`config.mk`:
```
export PLATFORM = sky130hd
export DESIGN_NAME = c7bbiu_rd_sched
export DESIGN_NICKNAME = d
export VERILOG_FILES = /design/src/rtl/c7bbiu_pkg.sv /design/src/rtl/c7bbiu_outst_ctr.sv /design/src/rtl/c7bbiu_rd_sched.sv
export SDC_FILE = /design/constraint.sdc
export NUM_CORES = 1
export LEC_CHECK = 0
export ABC_AREA = 0
export ABC_CLOCK_PERIOD_IN_PS = 3250
export CAP_MARGIN = 0
export CORE_MARGIN = 4
export CORE_UTILIZATION = 37
export CTS_CLUSTER_SIZE = 14
export DETAILED_ROUTE_END_ITERATION = 10
export GPL_TIMING_DRIVEN = 1
export MAX_ROUTING_LAYER = met4
export PLACE_DENSITY = 0.81
export SYNTH_ARGS = -nofsm -noshare
export SYNTH_HDL_FRONTEND = slang
export SYNTH_SLANG_ARGS = --single-unit
export TNS_END_PERCENT = 10
```
`constraint.sdc`:
```
create_clock -name clk -period 3.25 [get_ports clk]
set_clock_uncertainty 0.05 [all_clocks]
set_input_delay 0.4875 -clock clk [delete_from_list [all_inputs] [get_ports clk]]
set_output_delay 0.4875 -clock clk [all_outputs]
set_load 0.02 [all_outputs]
```
`src/rtl/c7bbiu_pkg.sv`:
```
// Shared constants and types for the BIU read scheduler.
package c7bbiu_pkg;

  localparam int unsigned ADDR_W = 32;
  localparam int unsigned ID_W   = 4;
  localparam int unsigned CNT_W  = 3;

  localparam logic [7:0]      AXI_LEN_1BEAT  = 8'd0;
  localparam logic [2:0]      AXI_SIZE_4B    = 3'd2;
  localparam logic [1:0]      AXI_BURST_INCR = 2'b01;
  localparam logic [1:0]      AXI_RESP_OKAY  = 2'b00;

  localparam logic [ID_W-1:0] DEF_IFU_ID     = 4'h0;
  localparam logic [ID_W-1:0] DEF_LSU_ID     = 4'h1;

  // Pending AR transfer held until the slave accepts it
  typedef struct packed {
    logic              valid;
    logic [ID_W-1:0]   id;
    logic [ADDR_W-1:0] addr;
  } ar_slot_t;

  // Which requester wins the next tie
  typedef enum logic {
    RR_PREFER_IFU = 1'b0,
    RR_PREFER_LSU = 1'b1
  } rr_pref_e;

endpackage

```
`src/rtl/c7bbiu_outst_ctr.sv`:
```
// Saturating up/down counter of in-flight reads for one requester.
module c7bbiu_outst_ctr
  import c7bbiu_pkg::*;
#(
  parameter int unsigned MAX = 2
) (
  input  logic             clk,
  input  logic             reset,
  input  logic             i_inc,
  input  logic             i_dec,
  output logic [CNT_W-1:0] o_cnt,
  output logic             o_full,
  output logic             o_empty
);

  logic [CNT_W-1:0] r_cnt;

  always_ff @(posedge clk) begin
    if (reset) begin
      r_cnt <= '0;
    end else if (i_inc && !i_dec && !o_full) begin
      r_cnt <= r_cnt + CNT_W'(1);
    end else if (i_dec && !i_inc && !o_empty) begin
      r_cnt <= r_cnt - CNT_W'(1);
    end
  end

  assign o_cnt   = r_cnt;
  assign o_full  = (r_cnt >= CNT_W'(MAX));
  assign o_empty = (r_cnt == '0);

endmodule

```
`src/rtl/c7bbiu_rd_sched.sv`:
```
// BIU read scheduler: round-robin AR sharing between IFU and LSU,
// per-requester in-flight tracking, R routing by ID and IFU cancel.
module c7bbiu_rd_sched
  import c7bbiu_pkg::*;
#(
  parameter int unsigned     MAX_OUTST = 2,
  parameter logic [ID_W-1:0] IFU_ID    = DEF_IFU_ID,
  parameter logic [ID_W-1:0] LSU_ID    = DEF_LSU_ID
) (
  input  logic              clk,
  input  logic              reset,
  input  logic              ifu_rd_req,
  input  logic [ADDR_W-1:0] ifu_rd_addr,
  output logic              ifu_rd_ack,
  input  logic              ifu_cancel,
  input  logic              lsu_rd_req,
  input  logic [ADDR_W-1:0] lsu_rd_addr,
  output logic              lsu_rd_ack,
  output logic              ar_valid,
  input  logic              ar_ready,
  output logic [ID_W-1:0]   ar_id,
  output logic [ADDR_W-1:0] ar_addr,
  output logic [7:0]        ar_len,
  output logic [2:0]        ar_size,
  output logic [1:0]        ar_burst,
  input  logic              r_valid,
  output logic              r_ready,
  input  logic [ID_W-1:0]   r_id,
  input  logic              r_last,
  input  logic [1:0]        r_resp,
  output logic              ifu_rdata_val,
  output logic              lsu_rdata_val,
  output logic              rd_err,
  output logic              unexp_rsp
);

  ar_slot_t         r_slot;
  ar_slot_t         w_slot_nxt;
  rr_pref_e         r_rr;
  logic [CNT_W-1:0] r_drop;

  logic [CNT_W-1:0] w_ifu_cnt;
  logic [CNT_W-1:0] w_lsu_cnt;
  logic             w_ifu_full, w_ifu_empty;
  logic             w_lsu_full, w_lsu_empty;
  logic             w_slot_free;
  logic             w_ifu_elig, w_lsu_elig;
  logic             w_grant_ifu, w_grant_lsu;
  logic             w_ifu_hit, w_lsu_hit;
  logic             w_ifu_dec, w_lsu_dec;

  // Arbitration; reset suppresses grants so nothing is counted while clearing
  assign w_slot_free = !r_slot.valid || ar_ready;
  assign w_ifu_elig  = ifu_rd_req && !w_ifu_full && !reset;
  assign w_lsu_elig  = lsu_rd_req && !w_lsu_full && !reset;
  assign w_grant_ifu = w_slot_free && w_ifu_elig && (!w_lsu_elig || (r_rr == RR_PREFER_IFU));
  assign w_grant_lsu = w_slot_free && w_lsu_elig && (!w_ifu_elig || (r_rr == RR_PREFER_LSU));

  assign ifu_rd_ack  = w_grant_ifu;
  assign lsu_rd_ack  = w_grant_lsu;

  // A beat is only "ours" when its ID matches and that requester has reads in flight
  assign w_ifu_hit   = r_valid && (r_id == IFU_ID) && !w_ifu_empty && !reset;
  assign w_lsu_hit   = r_valid && (r_id == LSU_ID) && !w_lsu_empty && !reset;
  assign w_ifu_dec   = w_ifu_hit && r_last;
  assign w_lsu_dec   = w_lsu_hit && r_last;

  assign ifu_rdata_val = w_ifu_hit && (r_drop == '0);
  assign lsu_rdata_val = w_lsu_hit;
  assign rd_err        = (ifu_rdata_val || lsu_rdata_val) && (r_resp != AXI_RESP_OKAY);
  assign unexp_rsp     = r_valid && !reset && !w_ifu_hit && !w_lsu_hit;

  c7bbiu_outst_ctr #(.MAX(MAX_OUTST)) u_ifu_ctr (
    .clk     (clk),
    .reset   (reset),
    .i_inc   (w_grant_ifu),
    .i_dec   (w_ifu_dec),
    .o_cnt   (w_ifu_cnt),
    .o_full  (w_ifu_full),
    .o_empty (w_ifu_empty)
  );

  c7bbiu_outst_ctr #(.MAX(MAX_OUTST)) u_lsu_ctr (
    .clk     (clk),
    .reset   (reset),
    .i_inc   (w_grant_lsu),
    .i_dec   (w_lsu_dec),
    .o_cnt   (w_lsu_cnt),
    .o_full  (w_lsu_full),
    .o_empty (w_lsu_empty)
  );

  // AR slot next value: load on grant, retire on accept
  always_comb begin
    w_slot_nxt = r_slot;
    if (w_grant_ifu) begin
      w_slot_nxt = '{valid: 1'b1, id: IFU_ID, addr: ifu_rd_addr};
    end else if (w_grant_lsu) begin
      w_slot_nxt = '{valid: 1'b1, id: LSU_ID, addr: lsu_rd_addr};
    end else if (ar_ready) begin
      w_slot_nxt.valid = 1'b0;
    end
  end

  always_ff @(posedge clk) begin
    if (reset) begin
      r_slot <= '0;
    end else begin
      r_slot <= w_slot_nxt;
    end
  end

  always_ff @(posedge clk) begin
    if (reset) begin
      r_rr <= RR_PREFER_LSU;
    end else if (w_grant_ifu) begin
      r_rr <= RR_PREFER_LSU;
    end else if (w_grant_lsu) begin
      r_rr <= RR_PREFER_IFU;
    end
  end

  // Cancel snapshots the post-edge IFU count; those many IFU reads are then dropped
  always_ff @(posedge clk) begin
    if (reset) begin
      r_drop <= '0;
    end else if (ifu_cancel) begin
      r_drop <= w_ifu_cnt + CNT_W'(w_grant_ifu) - CNT_W'(w_ifu_dec);
    end else if (w_ifu_dec && (r_drop != '0)) begin
      r_drop <= r_drop - CNT_W'(1);
    end
  end

  assign ar_valid = r_slot.valid;
  assign ar_id    = r_slot.id;
  assign ar_addr  = r_slot.addr;
  assign ar_len   = AXI_LEN_1BEAT;
  assign ar_size  = AXI_SIZE_4B;
  assign ar_burst = AXI_BURST_INCR;
  assign r_ready  = 1'b1;

endmodule

```
==> qor.txt <==
Nets: 463
Hold Fails Final Rpt: 0
Slew HR: 0.660
outcome: complete, no violations
CP Class: in2out
Synth Area in Compound Gates: 0.236
FF+latch count, synth: 44
setup slack after layout: 0.0605 ns
Critical Path RT: 2.71 ns
Mapped Cells: 257
# diodes: 0
Boundary Pins: 135
worst hold path class: reg2reg
Post-Synth Simple-Gate Area: 0.161
setup bufs post-CTS: 0
TritonCTS clock tree: done
cts bufs inserted: 5
predominant post-synthesis flop cell: dfxtp_1
largest net degree at the start of global routing: 34
Worst Path Arrival: 2.65 ns
core area: 5680 µm²
routed wire length: 6610 µm
Logic pwr share: 0.353
Max Freq: 314 MHz
Cell Int Power: 1.15 mW
fin util: 0.633
drt first pass iters: 4
GR Util All Layers: 0.181
Die Span Y: 85.5 µm
Ys Warns: 0
switch share: 0.324
vias per inst: 5.00
Layout fillers: 482
P&R area growth vs syn: 61.6%
actual slew at the worst max-slew pin: 0.505 ns
DR iter-0 viols: 93
CP max stage cell: clkdlybuf4s50_1
Tmin final: 3.19 ns
delay-heaviest family, CP: buffers and inverters
CTS Buffer Depth: 2
switching pwr: 0.550 mW
Mapped Area: 2220 µm²
largest family of logic cells by synthesized area: compound AO/OA/AOI/OAI gates
top post-synthesis cells by area: dfxtp_1, a22oi_1, o21ai_0, nand2_1, buf_4
initial antenna violation count: 0
antenna-violating nets left: 0
Vias: 2,250
Flop pwr share: 0.392
Final setup viols: 0
Root Driver: clkbuf_8
global-route wire length before repair: 10,400 µm
number of flops mapped to enable cells by yosys: 0
post-synthesis xor/xnor area fraction: 0.0236
post-synthesis adder-cell area fraction: 0.0551
Cell Count, Final, Fillers Out: 450
CP max FO: 3
max-cap violations: 0
Crit. End Element: output pin
CP Launch Type: primary input
hold_buf cts: 0
layout cells sized above 1: 0.0873
Residual DRC: 0
Worst VDD drop: 0.000301 V
Lkg Pwr: 1.41 nW
Pwr Density: 473 nW/µm²
vias in the first global route: 2,210
Initial Util: 0.392
FP Rows: 27
clk slew on worst S/H paths: 0.09 ns
Final HPWL DP: 4990 µm
GP Congestion: 0.789
Synth async-reset ratio: 0
die width: 85.5 µm
RSZ-0062 raised after global routing: yes
post-synthesis mux area share: 0.0158
critical-path cell list: clkdlybuf4s50_1 > or4b_4 > buf_4 > nor3_2 > buf_4 > clkdlybuf4s50_1
Distinct cells, synth: 44
register area share after synthesis: 0.396
H-Tree Depth: 2
Yosys top cell area share: 0.396
Max Slew Vio Count: 0
total grt overflow: 0
IO Port Bufs: 117
clock sink count: 44
Clock Latency Late Sink: 0.29 ns
clock share of power: 0.255
placed cell count: 442
syn avg cell area: 8.65 µm²
Yosys top cell by area: dfxtp_1
WP buf/inv: 4
max incr delay on CP: 0.59 ns
Setup Slack @ Placement: -0.121 ns
die area: 7310 µm²
WL/cell: 14.7 µm
post-route clock period utilization: 0.981
==> kinds of logic after synthesis <==
| kind of cell | after synthesis |
|---|---|
| other cells | 2 |
| fa+ha+maj | 8 |
| buf+inv | 44 |
| flops | 44 |
| xor+xnor | 6 |
| mux | 3 |
| compound gates | 80 |
| simple gates | 70 |
==> metal layers <==
metal | track usage | up-vias | routed length, µm
met3 | 0.0519 | 10 | 480
met2 | 0.301 | 91 | 3250
met5 | - | - | 0
met1 | 0.219 | 1045 | 2810
li1 | - | 1104 | -
met4 | 0.0403 | 0 | 71
==> cell usage in the layout (no fill, tap or decap), types with 2 or more instances in the layout <==
master             n
inv_1             11
xor2_1             2
nor2_1             6
nand2b_1           6
a21oi_1            4
nand3b_1           2
buf_4             14
nand2_1           40
mux2i_1            2
nor3_1             2
dlymetal6s2s_1     2
xnor2_1            4
conb_1            17
clkdlybuf4s50_1  114
nor4_2             2
clkbuf_8           5
o21ai_0           34
ha_1               5
dfxtp_1           44
fa_1               3
a22oi_1           32
==> per-stage QoR <==
stage | cell area (µm²) | hold WS (ns) | power (mW) | setup TNS (ns)
detailed placement | 3460 | 0.397 | 1.27 | -0.429
finish | 3590 | 0.416 | 1.70 | 0
CTS | 3590 | 0.420 | 1.72 | 0
floorplan | 2280 | 0.383 | 0.992 | 0
global route | 3590 | 0.452 | 1.80 | -0.0338
global placement | 3460 | 0.389 | 1.26 | -0.100
==> Yosys cell counts (2+ instances only) <==
library cell  number
nand2b_1           6
clkbuf_1          10
ha_1               5
buf_2              4
mux2i_1            2
nor2_1             6
a22oi_1           32
xnor2_1            4
nor3_1             3
nor4b_1            2
a21oi_1            4
inv_1             11
buf_4             17
o21ai_0           34
dfxtp_1           44
conb_1             2
nand2_1           40
fa_1               3
nand3b_1           2
xor2_1             2
==> power by group through the flow <==
stage	logic, mW	registers [mW]	clock network [mW]
floorplan	0.246	0.746	0
global placement	0.588	0.674	0
detailed placement	0.599	0.675	0
CTS	0.605	0.665	0.446
global route	0.650	0.676	0.471
finish	0.600	0.665	0.432
==> worst reg2reg max path, cell delays in order, from the launching register on <==
cell and delay [ns]:
dfxtp_1 0.37, inv_1 0.13, ha_1 0.16, nand3b_1 0.12
a2111oi_2 0.34, buf_4 0.26, nand2b_1 0.09, fa_1 0.38
nand2b_1 0.15, o21ai_0 0.21, mux2i_1 0.20
==> cell type report <==
| type | instances | area [µm²] | share of cell area |
|---|---|---|---|
| sequential | 44 | 881 | 0.245 |
| multi-input combinational | 184 | 1180 | 0.330 |
| clock inverter | 3 | 46.3 | 0.0129 |
| inverter | 11 | 41.3 | 0.0115 |
| tap | 72 | 90.1 | 0.0251 |
| clock buffer | 5 | 68.8 | 0.0192 |
| timing repair buffer | 131 | 1280 | 0.356 |
==> sequential cells by signal, summed over array words and instances (netlist names) <==
| signal | flops |
|---|---|
| u_lsu_ctr.o_cnt | 3 |
| r_rr | 1 |
| ar_valid | 1 |
| u_ifu_ctr.o_cnt | 3 |
| ar_id | 1 |
| r_drop | 3 |
| ar_addr | 32 |
==> worst paths after layout <==
kind                                         start                  to  slack [ns]  cells past startpoint
worst max-delay path                         reset       lsu_rdata_val        0.06                      6
worst min-delay path                      ar_id[0]            ar_id[0]        0.42                      1
worst max register to register  u_ifu_ctr.o_cnt[1]  u_ifu_ctr.o_cnt[2]        0.72                     10
worst min register to register            ar_id[0]            ar_id[0]        0.42                      1
==> timing repair <==
item | in CTS | in global routing
endpoints found under the setup margin | 4 | 3
resized for setup | 4 | 2
endpoints found under the hold margin | 0 | 0
No activity file was read; power rests on OpenSTA's default activity.
